[src/rtl/memory_stage.sv]
// EX/MEM pipeline register plus data-memory access stage of the 5-stage MIPS pipeline.
// Holds a cache request until dhit, stalls upstream meanwhile, and registers the MEM/WB bundle.
module memory_stage #(
    parameter int unsigned TIMEOUT_CYCLES = 256
) (
    input  logic        CLK,
    input  logic        RST,
    input  logic        memen,
    input  logic        flush,
    input  logic        ex_valid,
    input  logic [31:0] ex_ALUOut,
    input  logic [31:0] ex_dmemstore,
    input  logic        ex_dREN,
    input  logic        ex_dWEN,
    input  logic        ex_regWr,
    input  logic [1:0]  ex_regSel,
    input  logic [4:0]  ex_regDst,
    input  logic [31:0] ex_nPC,
    input  logic [31:0] ex_lui,
    input  logic        ex_halt,
    input  logic [31:0] ex_instr,
    input  logic        dhit,
    input  logic [31:0] dmemload,
    output logic        dmemREN,
    output logic        dmemWEN,
    output logic [31:0] dmemaddr,
    output logic [31:0] dmemstore,
    output logic        mem_stall,
    output logic        fwd_regWr,
    output logic [4:0]  fwd_regDst,
    output logic [31:0] fwd_data,
    output logic        wb_regWr,
    output logic [4:0]  wb_regDst,
    output logic [31:0] wb_wdat,
    output logic        wb_halt,
    output logic [31:0] wb_instr,
    output logic        mem_err
);

    localparam int unsigned CW = $clog2(TIMEOUT_CYCLES) + 1;
    localparam logic [CW-1:0] CMAX = CW'(TIMEOUT_CYCLES - 1);

    localparam logic [1:0] StIdle = 2'd0;
    localparam logic [1:0] StReq  = 2'd1;
    localparam logic [1:0] StHeld = 2'd2;

    logic [1:0]    r_state;
    logic [CW-1:0] r_cnt;
    logic          r_err;
    logic [31:0]   r_ldbuf;

    logic          r_m_valid;
    logic [31:0]   r_m_aluout;
    logic [31:0]   r_m_store;
    logic          r_m_dren;
    logic          r_m_dwen;
    logic          r_m_regwr;
    logic [1:0]    r_m_regsel;
    logic [4:0]    r_m_regdst;
    logic [31:0]   r_m_npc;
    logic [31:0]   r_m_lui;
    logic          r_m_halt;
    logic [31:0]   r_m_instr;

    logic          r_wb_regwr;
    logic [4:0]    r_wb_regdst;
    logic [31:0]   r_wb_wdat;
    logic          r_wb_halt;
    logic [31:0]   r_wb_instr;

    logic          w_in_req;
    logic          w_held;
    logic          w_stall;
    logic          w_adv;
    logic          w_ex_memop;
    logic          w_req_ok;
    logic [1:0]    w_state_nxt;
    logic [31:0]   w_wdat;
    logic [31:0]   w_fwd;

    assign w_in_req   = (r_state == StReq);
    assign w_held     = (r_state == StHeld);
    assign w_stall    = w_in_req & ~dhit;
    assign w_adv      = memen & ~w_stall;
    assign w_ex_memop = ex_valid & (ex_dREN | ex_dWEN);
    // Requests drop combinationally so a reset/flush never lets the access complete.
    assign w_req_ok   = w_in_req & ~flush & ~RST;

    assign dmemREN    = w_req_ok & r_m_dren;
    assign dmemWEN    = w_req_ok & r_m_dwen & ~r_m_dren;
    assign dmemaddr   = r_m_aluout;
    assign dmemstore  = r_m_store;
    assign mem_stall  = w_stall;

    assign fwd_regDst = r_m_regdst;
    assign fwd_regWr  = r_m_valid & r_m_regwr & (r_m_regdst != 5'd0) &
                        ~((r_m_regsel == 2'd1) & ~w_held);
    assign fwd_data   = w_fwd;

    assign wb_regWr   = r_wb_regwr;
    assign wb_regDst  = r_wb_regdst;
    assign wb_wdat    = r_wb_wdat;
    assign wb_halt    = r_wb_halt;
    assign wb_instr   = r_wb_instr;
    assign mem_err    = r_err;

    always_comb begin
        w_state_nxt = r_state;
        if (w_adv) begin
            w_state_nxt = w_ex_memop ? StReq : StIdle;
        end else if (w_in_req && dhit) begin
            w_state_nxt = StHeld;
        end
    end

    always_comb begin
        w_wdat = r_m_aluout;
        w_fwd  = r_m_aluout;
        case (r_m_regsel)
            2'd1: begin
                w_wdat = w_held ? r_ldbuf : dmemload;
                w_fwd  = r_ldbuf;
            end
            2'd2: begin
                w_wdat = r_m_npc;
                w_fwd  = r_m_npc;
            end
            2'd3: begin
                w_wdat = r_m_lui;
                w_fwd  = r_m_lui;
            end
            default: ;
        endcase
    end

    always_ff @(posedge CLK) begin
        if (RST) begin
            r_state     <= StIdle;
            r_cnt       <= '0;
            r_err       <= 1'b0;
            r_ldbuf     <= '0;
            r_m_valid   <= 1'b0;
            r_m_aluout  <= '0;
            r_m_store   <= '0;
            r_m_dren    <= 1'b0;
            r_m_dwen    <= 1'b0;
            r_m_regwr   <= 1'b0;
            r_m_regsel  <= '0;
            r_m_regdst  <= '0;
            r_m_npc     <= '0;
            r_m_lui     <= '0;
            r_m_halt    <= 1'b0;
            r_m_instr   <= '0;
            r_wb_regwr  <= 1'b0;
            r_wb_regdst <= '0;
            r_wb_wdat   <= '0;
            r_wb_halt   <= 1'b0;
            r_wb_instr  <= '0;
        end else begin
            r_wb_regwr <= 1'b0;
            if (flush) begin
                r_state    <= StIdle;
                r_cnt      <= '0;
                r_m_valid  <= 1'b0;
                r_m_dren   <= 1'b0;
                r_m_dwen   <= 1'b0;
                r_m_regwr  <= 1'b0;
                r_m_regsel <= '0;
                r_m_halt   <= 1'b0;
            end else begin
                r_state <= w_state_nxt;
                if (w_adv) begin
                    r_wb_regwr  <= r_m_valid & r_m_regwr & (r_m_regdst != 5'd0);
                    r_wb_regdst <= r_m_regdst;
                    r_wb_wdat   <= w_wdat;
                    r_wb_instr  <= r_m_instr;
                    if (r_m_valid && r_m_halt) r_wb_halt <= 1'b1;
                    // Invalid execute bundles enter M as bubbles with all controls cleared.
                    r_m_valid  <= ex_valid;
                    r_m_aluout <= ex_ALUOut;
                    r_m_store  <= ex_dmemstore;
                    r_m_dren   <= ex_valid & ex_dREN;
                    r_m_dwen   <= ex_valid & ex_dWEN;
                    r_m_regwr  <= ex_valid & ex_regWr;
                    r_m_regsel <= ex_valid ? ex_regSel : 2'd0;
                    r_m_regdst <= ex_regDst;
                    r_m_npc    <= ex_nPC;
                    r_m_lui    <= ex_lui;
                    r_m_halt   <= ex_valid & ex_halt;
                    r_m_instr  <= ex_instr;
                    r_cnt      <= '0;
                end else begin
                    if (w_in_req && dhit) r_ldbuf <= dmemload;
                    if (w_stall) begin
                        if (r_cnt == CMAX) r_err <= 1'b1;
                        else r_cnt <= r_cnt + CW'(1);
                    end
                end
            end
        end
    end

endmodule

[config.mk]
export PLATFORM = sky130hd
export DESIGN_NAME = memory_stage
export DESIGN_NICKNAME = d
export VERILOG_FILES = /design/src/rtl/memory_stage.sv
export SDC_FILE = /design/constraint.sdc
export NUM_CORES = 1
export LEC_CHECK = 0
export CELL_PAD_IN_SITES_DETAIL_PLACEMENT = 1
export CELL_PAD_IN_SITES_GLOBAL_PLACEMENT = 1
export CORE_MARGIN = 1.5
export CORE_UTILIZATION = 30
export DETAILED_ROUTE_END_ITERATION = 7
export PLACE_DENSITY = 0.74
export SKIP_CTS_REPAIR_TIMING = 1
export SLEW_MARGIN = 5
export SYNTH_ARGS = -nofsm -noshare
export SYNTH_HDL_FRONTEND = slang
export SYNTH_SLANG_ARGS = --single-unit
[constraint.sdc]
create_clock -name CLK -period 3 [get_ports CLK]
set_input_delay 0.9 -clock CLK [delete_from_list [all_inputs] [get_ports CLK]]
set_output_delay 0.9 -clock CLK [all_outputs]
set_load 0.02 [all_outputs]
==> run_results.csv <==
group,metric,value,unit
setup_path,max_stage_delay,0.48,ns
setup_path,cp_max_fo,27,
global_route,grt_usage,0.224,
setup_path,crit_type,"flop to output pin",
global_route,grt_pass1_vias,12492,
power_and_ir_drop,pwr-share-comb,0.125,
clock_tree,h-tree-depth,2,
power_and_ir_drop,p_leak,6.76,nW
sta,rsz0062_at_grt,"true",
sta,tns,0,ns
synth,ys_top_cells_by_area,"dfxtp_1 49%, nand2_1 17%, a21oi_1 10%",
placed_design,pre_cts_slack,-0.333,ns
finish,syn_to_final_growth,48.5,%
power_and_ir_drop,internal_power,7.10,mW
sta,finalCritPeriodShare,0.990,
die,core_area,38700,um2
synth,synth_area,11800,um2
power_and_ir_drop,powerDensity,538,nW/um2
setup_path,crit_chain,"buf_4, buf_12, mux2_2, nand2_1, o21ai_0, clkbuf_2",
setup_path,slowest_stage,"dfxtp_4",
synth,synth_cell_types,35,
clock_tree,clk_pin_slew,0.06,ns
drt,num_vias,11859,
sta,worst_pin_slew,1.14,ns
sta,relSlewSlack,0.240,
power_and_ir_drop,peakVddDrop,0.388,mV
clock_tree,cts_num_sinks,287,
setup_path,critPathLaunchType,"flop",
synth,synth_seq_area_share,0.487,
clock_tree,cts_root_buffer,"clkbuf_16",
synth,ys.warnings.count,0,
synth,syn-mean-instance-area,7.94,um2
placed_design,io_buffer_count,385,
drt,first_pass_iters,4,
sta,finalSetupViolations,0,
drt,drc,0,
sta,setup_slack,0.0309,ns
placed_design,dp_hpwl,32600,um
sta,fmax,337,MHz
sta,period_minus_slack,2.97,ns
clock_tree,tritoncts,"yes",
worst_hold_path,holdPathStages,2,
synth,synth_top_area_share,0.487,
synth,syn_inst,1485,
die,die_area,40500,um2
setup_path,r2r_start,"r_m_regsel[1]",
global_route,grt_start_max_net_pins,120,
setup_path,end_kind,"output pin",
power_and_ir_drop,clockPowerShare,0.445,
drt,wirelength,46800,um
drt,ant_nets,0,
power_and_ir_drop,seqPwrFrac,0.430,
power_and_ir_drop,power,9.42,mW
drt,wl_per_cell,19.6,um
finish,drive_gt1_frac,0.0881,
drt,drt-initial-drc-count,438,
setup_path,required,2.10,ns
worst_hold_path,worstHoldEndpoint,"wb_instr[25]",
setup_path,worst_ep_arrival_time,2.07,ns
power_and_ir_drop,power_switching,2.32,mW
finish,fin_area,17500,um2
setup_path,reg2reg_depth,5,
global_route,grt_pass1_wl,71600,um
setup_path,rr_endpoint,"wb_wdat[26]",
drt,vias_per_cell,4.97,
die,ios,386,
placed_design,gp_congestion,0.824,
die,dieWidth,201,um
synth,yosysTopAreaCell,"dfxtp_1",
clock_tree,clock_path_buffers,3,
finish,final_nets,2051,
power_and_ir_drop,swShare,0.247,
worst_hold_path,hp-class,"flop to flop",
sta,hold_viol_final,0,
sta,skew,0.0175,ns
placed_design,place_area,16300,um2
die,initial_core_util,0.305,
worst_hold_path,min_from,"r_m_instr[25]",
flow_run,max_cap_viol_count,0,
clock_tree,cts_buffers,36,
setup_path,critPathBufInv,3,
setup_path,cp_top_family,"buffers and inverters",
synth,ys_seq_elements,287,
clock_tree,worstSkewPairLatency,0.52,ns
sta,drv_slew,0,
die,rows,72,
global_route,grt_overflow,0,
status,status,"finished clean",
setup_path,r2r_slack,0.90,ns
synth,synth_fp_nets,1696,
global_route,antenna_found_initial,8,
die,die_h,201,um
[power groups by stage]
stage / sequential, mW / clock [mW] / combinational [mW]
CTS: 4.05 / 4.32 / 1.20
finish: 4.05 / 4.19 / 1.18
floorplan: 4.20 / 0 / 0.437
global placement: 4.13 / 0 / 1.17
global route: 4.07 / 4.46 / 1.27
detailed placement: 4.13 / 0 / 1.19
[placed cells by master, fill, tap and decap left out, types with 17 or more instances in the layout]
master and instances:
a21oi_1 244, clkdlybuf4s50_1 348, dfxtp_1 285, buf_4 34, mux2i_1 52, o21ai_0 53, mux2_2 32, o221a_1 32
nor2_1 30, nand2_1 531, buf_12 17, clkbuf_16 37, dlymetal6s2s_1 21, nand3_1 28
[registers in the layout, indices dropped and copies added, names as in the netlist]
signal      flops
r_m_regwr       1
r_m_dwen        1
r_m_valid       1
wb_wdat        32
fwd_regDst      5
r_m_npc        32
wb_regDst       5
r_m_lui        32
r_m_regsel      2
wb_instr       32
mem_err         1
r_ldbuf        32
r_m_dren        1
wb_regWr        1
dmemaddr       32
dmemstore      32
r_m_instr      32
r_cnt           9
wb_halt         1
r_m_halt        1
r_state         2
[worst min-delay path, cell delays in order (launching register included)]
cell and delay (ns):
dfxtp_1 0.31, nand2_1 0.05, a21oi_1 0.05
[synth_stat cells, drive strengths merged]
cell type	number
a31oi	1
xor2	6
nand4	2
or4	1
ha	2
and2	2
nand3	30
a21boi	14
mux2i	52
or3b	1
and3	3
clkbuf	57
nor3	2
buf	61
nor2b	1
mux2	32
nand2b	17
o211ai	2
a211oi	1
o221a	32
nand2	532
a21oi	244
inv	5
nor2	31
xnor2	1
o21ai	60
clkinv	1
dfxtp	287
and4	2
o32ai	1
nor4b	2
[layer usage]
metal,vias to the layer above,track usage,part of all wire
li1,5668,-,-
met1,5767,0.258,0.41
met2,338,0.394,0.49
met3,86,0.0590,0.065
met4,0,0.0912,0.036
met5,-,0,0
[area by class of cell]
type	instances	area, um2
fill	4558	21200
sequential	287	5750
multi-input combinational	1074	5520
timing repair buffer	435	4430
clock buffer	54	1080
tap	518	648
clock inverter	6	55.1
inverter	6	22.5
antenna	7	17.5
[metrics by stage]
stage | util | cells | hold WS, ns
floorplan | - | 1485 | 0.427
global placement | 0.421 | 2315 | 0.435
detailed placement | 0.421 | 2315 | 0.448
CTS | 0.451 | 2375 | 0.456
global route | 0.452 | 2387 | 0.469
finish | 0.452 | 2387 | 0.454
[cells by family after synthesis]
logic type / after synthesis / share of synthesized area
AO/OA/AOI/OAI: 355 / 0.172
XOR/XNOR: 7 / 0.00520
adder cells (fa/ha/maj): 2 / 0.00212
buffers and inverters: 124 / 0.0483
flip-flops: 287 / 0.487
multiplexers: 84 / 0.0747
AND/OR/NAND/NOR: 626 / 0.211
[worst max path at each step]
stage / start / endpoint / cells past startpoint
after global routing: r_m_regsel[0] / fwd_data[3] / 6
after global placement: flush / dmemWEN / 5
final: r_m_regsel[0] / fwd_data[3] / 6
after floorplan: flush / dmemWEN / 3
after detailed placement: flush / dmemWEN / 5
after CTS: r_m_regsel[0] / fwd_data[10] / 5
Note: power is estimated with default switching activity, not from simulation.
==> RTL change (same flow settings) <==
Change the parameter `TIMEOUT_CYCLES` from 256 to 512.
--- a/src/rtl/memory_stage.sv
+++ b/src/rtl/memory_stage.sv
@@ -3,3 +3,3 @@
 module memory_stage #(
-    parameter int unsigned TIMEOUT_CYCLES = 256
+    parameter int unsigned TIMEOUT_CYCLES = 512
 ) (
Formal check against the unedited RTL: same outputs for any inputs over 4 cycles, from zero or initial values and one cycle with RST high; that may be too few to reach the edited logic, so the function may still have changed.
==> RTL change against the unedited design <==
Clock power rose by 3%. Total power rose by 1.1%. Design area rose by 1.5%. Global-route usage fell by 1.2 points. Highest routed layer is now met5. Sequential cell count rose by 1. Combinational power barely moved. Wire length fell by 3.1%. Critical path type is now in2out. Setup slack got worse by 0.00064 ns. Count of clock-buffer cells in the layout did not move. Synthesized area rose by 2.1%. Sequential share of layout area fell by 0.39 points. Synthesized cell count fell by 0.27%.
==> RTL change: results (changes against the unedited design) <==
synth_mux_area_share_pct: 8.15  # was 7.47%
ir_worst_vdd_mv: 0.450  # was 0.388 mV
cp_max_fo: 2  # was 27
critPathMaxStageDelay_ns: 0.43  # was 0.48 ns
tightest_slew_ns: 0.968  # was 1.14 ns
leakage_nw: 6.76  # about the same
synth_seq_area_share_pct: 47.9  # was 48.7%
synth_nets: 1691  # was 1,696
gr-usage-all-layers_pct: 21.3  # was 22.4%
highest_layer: "met5"  # was met4
drt_first_pass_iters: 4  # unchanged
dr_wl_met3_um: 3310  # was 3030 um
multiInputGateArea_um2: 5650  # was 5520 um2
skew_ns: 0.0170  # was 0.0175 ns
nets: 2040  # was 2,051
critPathSlowestCell: "clkdlybuf4s50_1"  # was dfxtp_4
finalNonFillerCells: 2385  # was 2,387
crit_family: "buffers and inverters"  # unchanged
synth_compound_area_share_pct: 17.4  # was 17.2%
gr-usage-met2_pct: 35.0  # was 39.4%
via_per_inst: 4.89  # was 4.97
wire_per_inst_um: 19.0  # was 19.6 um
fillers: 4671  # was 4,558
synth-xor-area-share_pct: 0.0727  # was 0.520%
synth_adder_area_share_pct: 0.104  # was 0.212%
drive_gt1_share_pct: 10.1  # was 8.81%
grt_use_met3_pct: 6.82  # was 5.90%
drtIter0Drc: 476  # was 438
yosysUniqueCellTypes: 46  # was 35
clock_latency_ns: 0.54  # was 0.52 ns
grt_pass1_wl_um: 68300  # was 71,600 um
wl_met1_um: 19700  # was 19,100 um
wl_met2_um: 21000  # was 23,000 um
gp_congestion: 0.823  # was 0.824
grt_pass1_vias: 11900  # was 12,500
post-place-ws_ns: -0.297  # was -0.333 ns
antenna_found_initial: 13  # was 8
dp_cells: 2318  # was 2,315
status: "complete, no violations"  # unchanged
synthCells: 1481  # was 1,485
synth_common_cells: "nand2_1 (513), dfxtp_1 (288), a21oi_1 (246)"  # was nand2_1 (532), dfxtp_1 (287), a21oi_1 (244)
seq-power_mw: 4.04  # was 4.05 mW
dp_hpwl_um: 32000  # was 32,600 um
power_density_nw_per_um2: 536  # was 538 nW/um2
RTL change: worst register-to-register path: stages (launching register included):
cell	delay, ns
dfxtp_2	0.35
buf_12	0.26
nand2b_1	0.82
buf_4	0.36
o221ai_1	0.15
o21ai_0	0.17
RTL change: path summary, 6_finish.rpt:
kind,to,slack [ns],start
worst max-delay path,mem_stall,0.03,dhit
worst min-delay path,wb_instr[26]$_SDFFE_PP0P_,0.45,r_m_instr[26]$_SDFFE_PP0P_
worst max register to register,wb_wdat[29]$_SDFFE_PP0P_,0.82,r_m_regsel[1]$_SDFFE_PP0P_
worst min register to register,wb_instr[26]$_SDFFE_PP0P_,0.45,r_m_instr[26]$_SDFFE_PP0P_
RTL change: area by class of cell:
class                           count  area share [%]
Antenna cell                        6          0.0844
Clock buffer                       54            5.96
Clock inverter                      7           0.500
Inverter                            5           0.106
Multi-Input combinational cell   1067            31.8
Sequential cell                   288            32.4
Tap cell                          525            3.69
Timing Repair Buffer              433            25.4
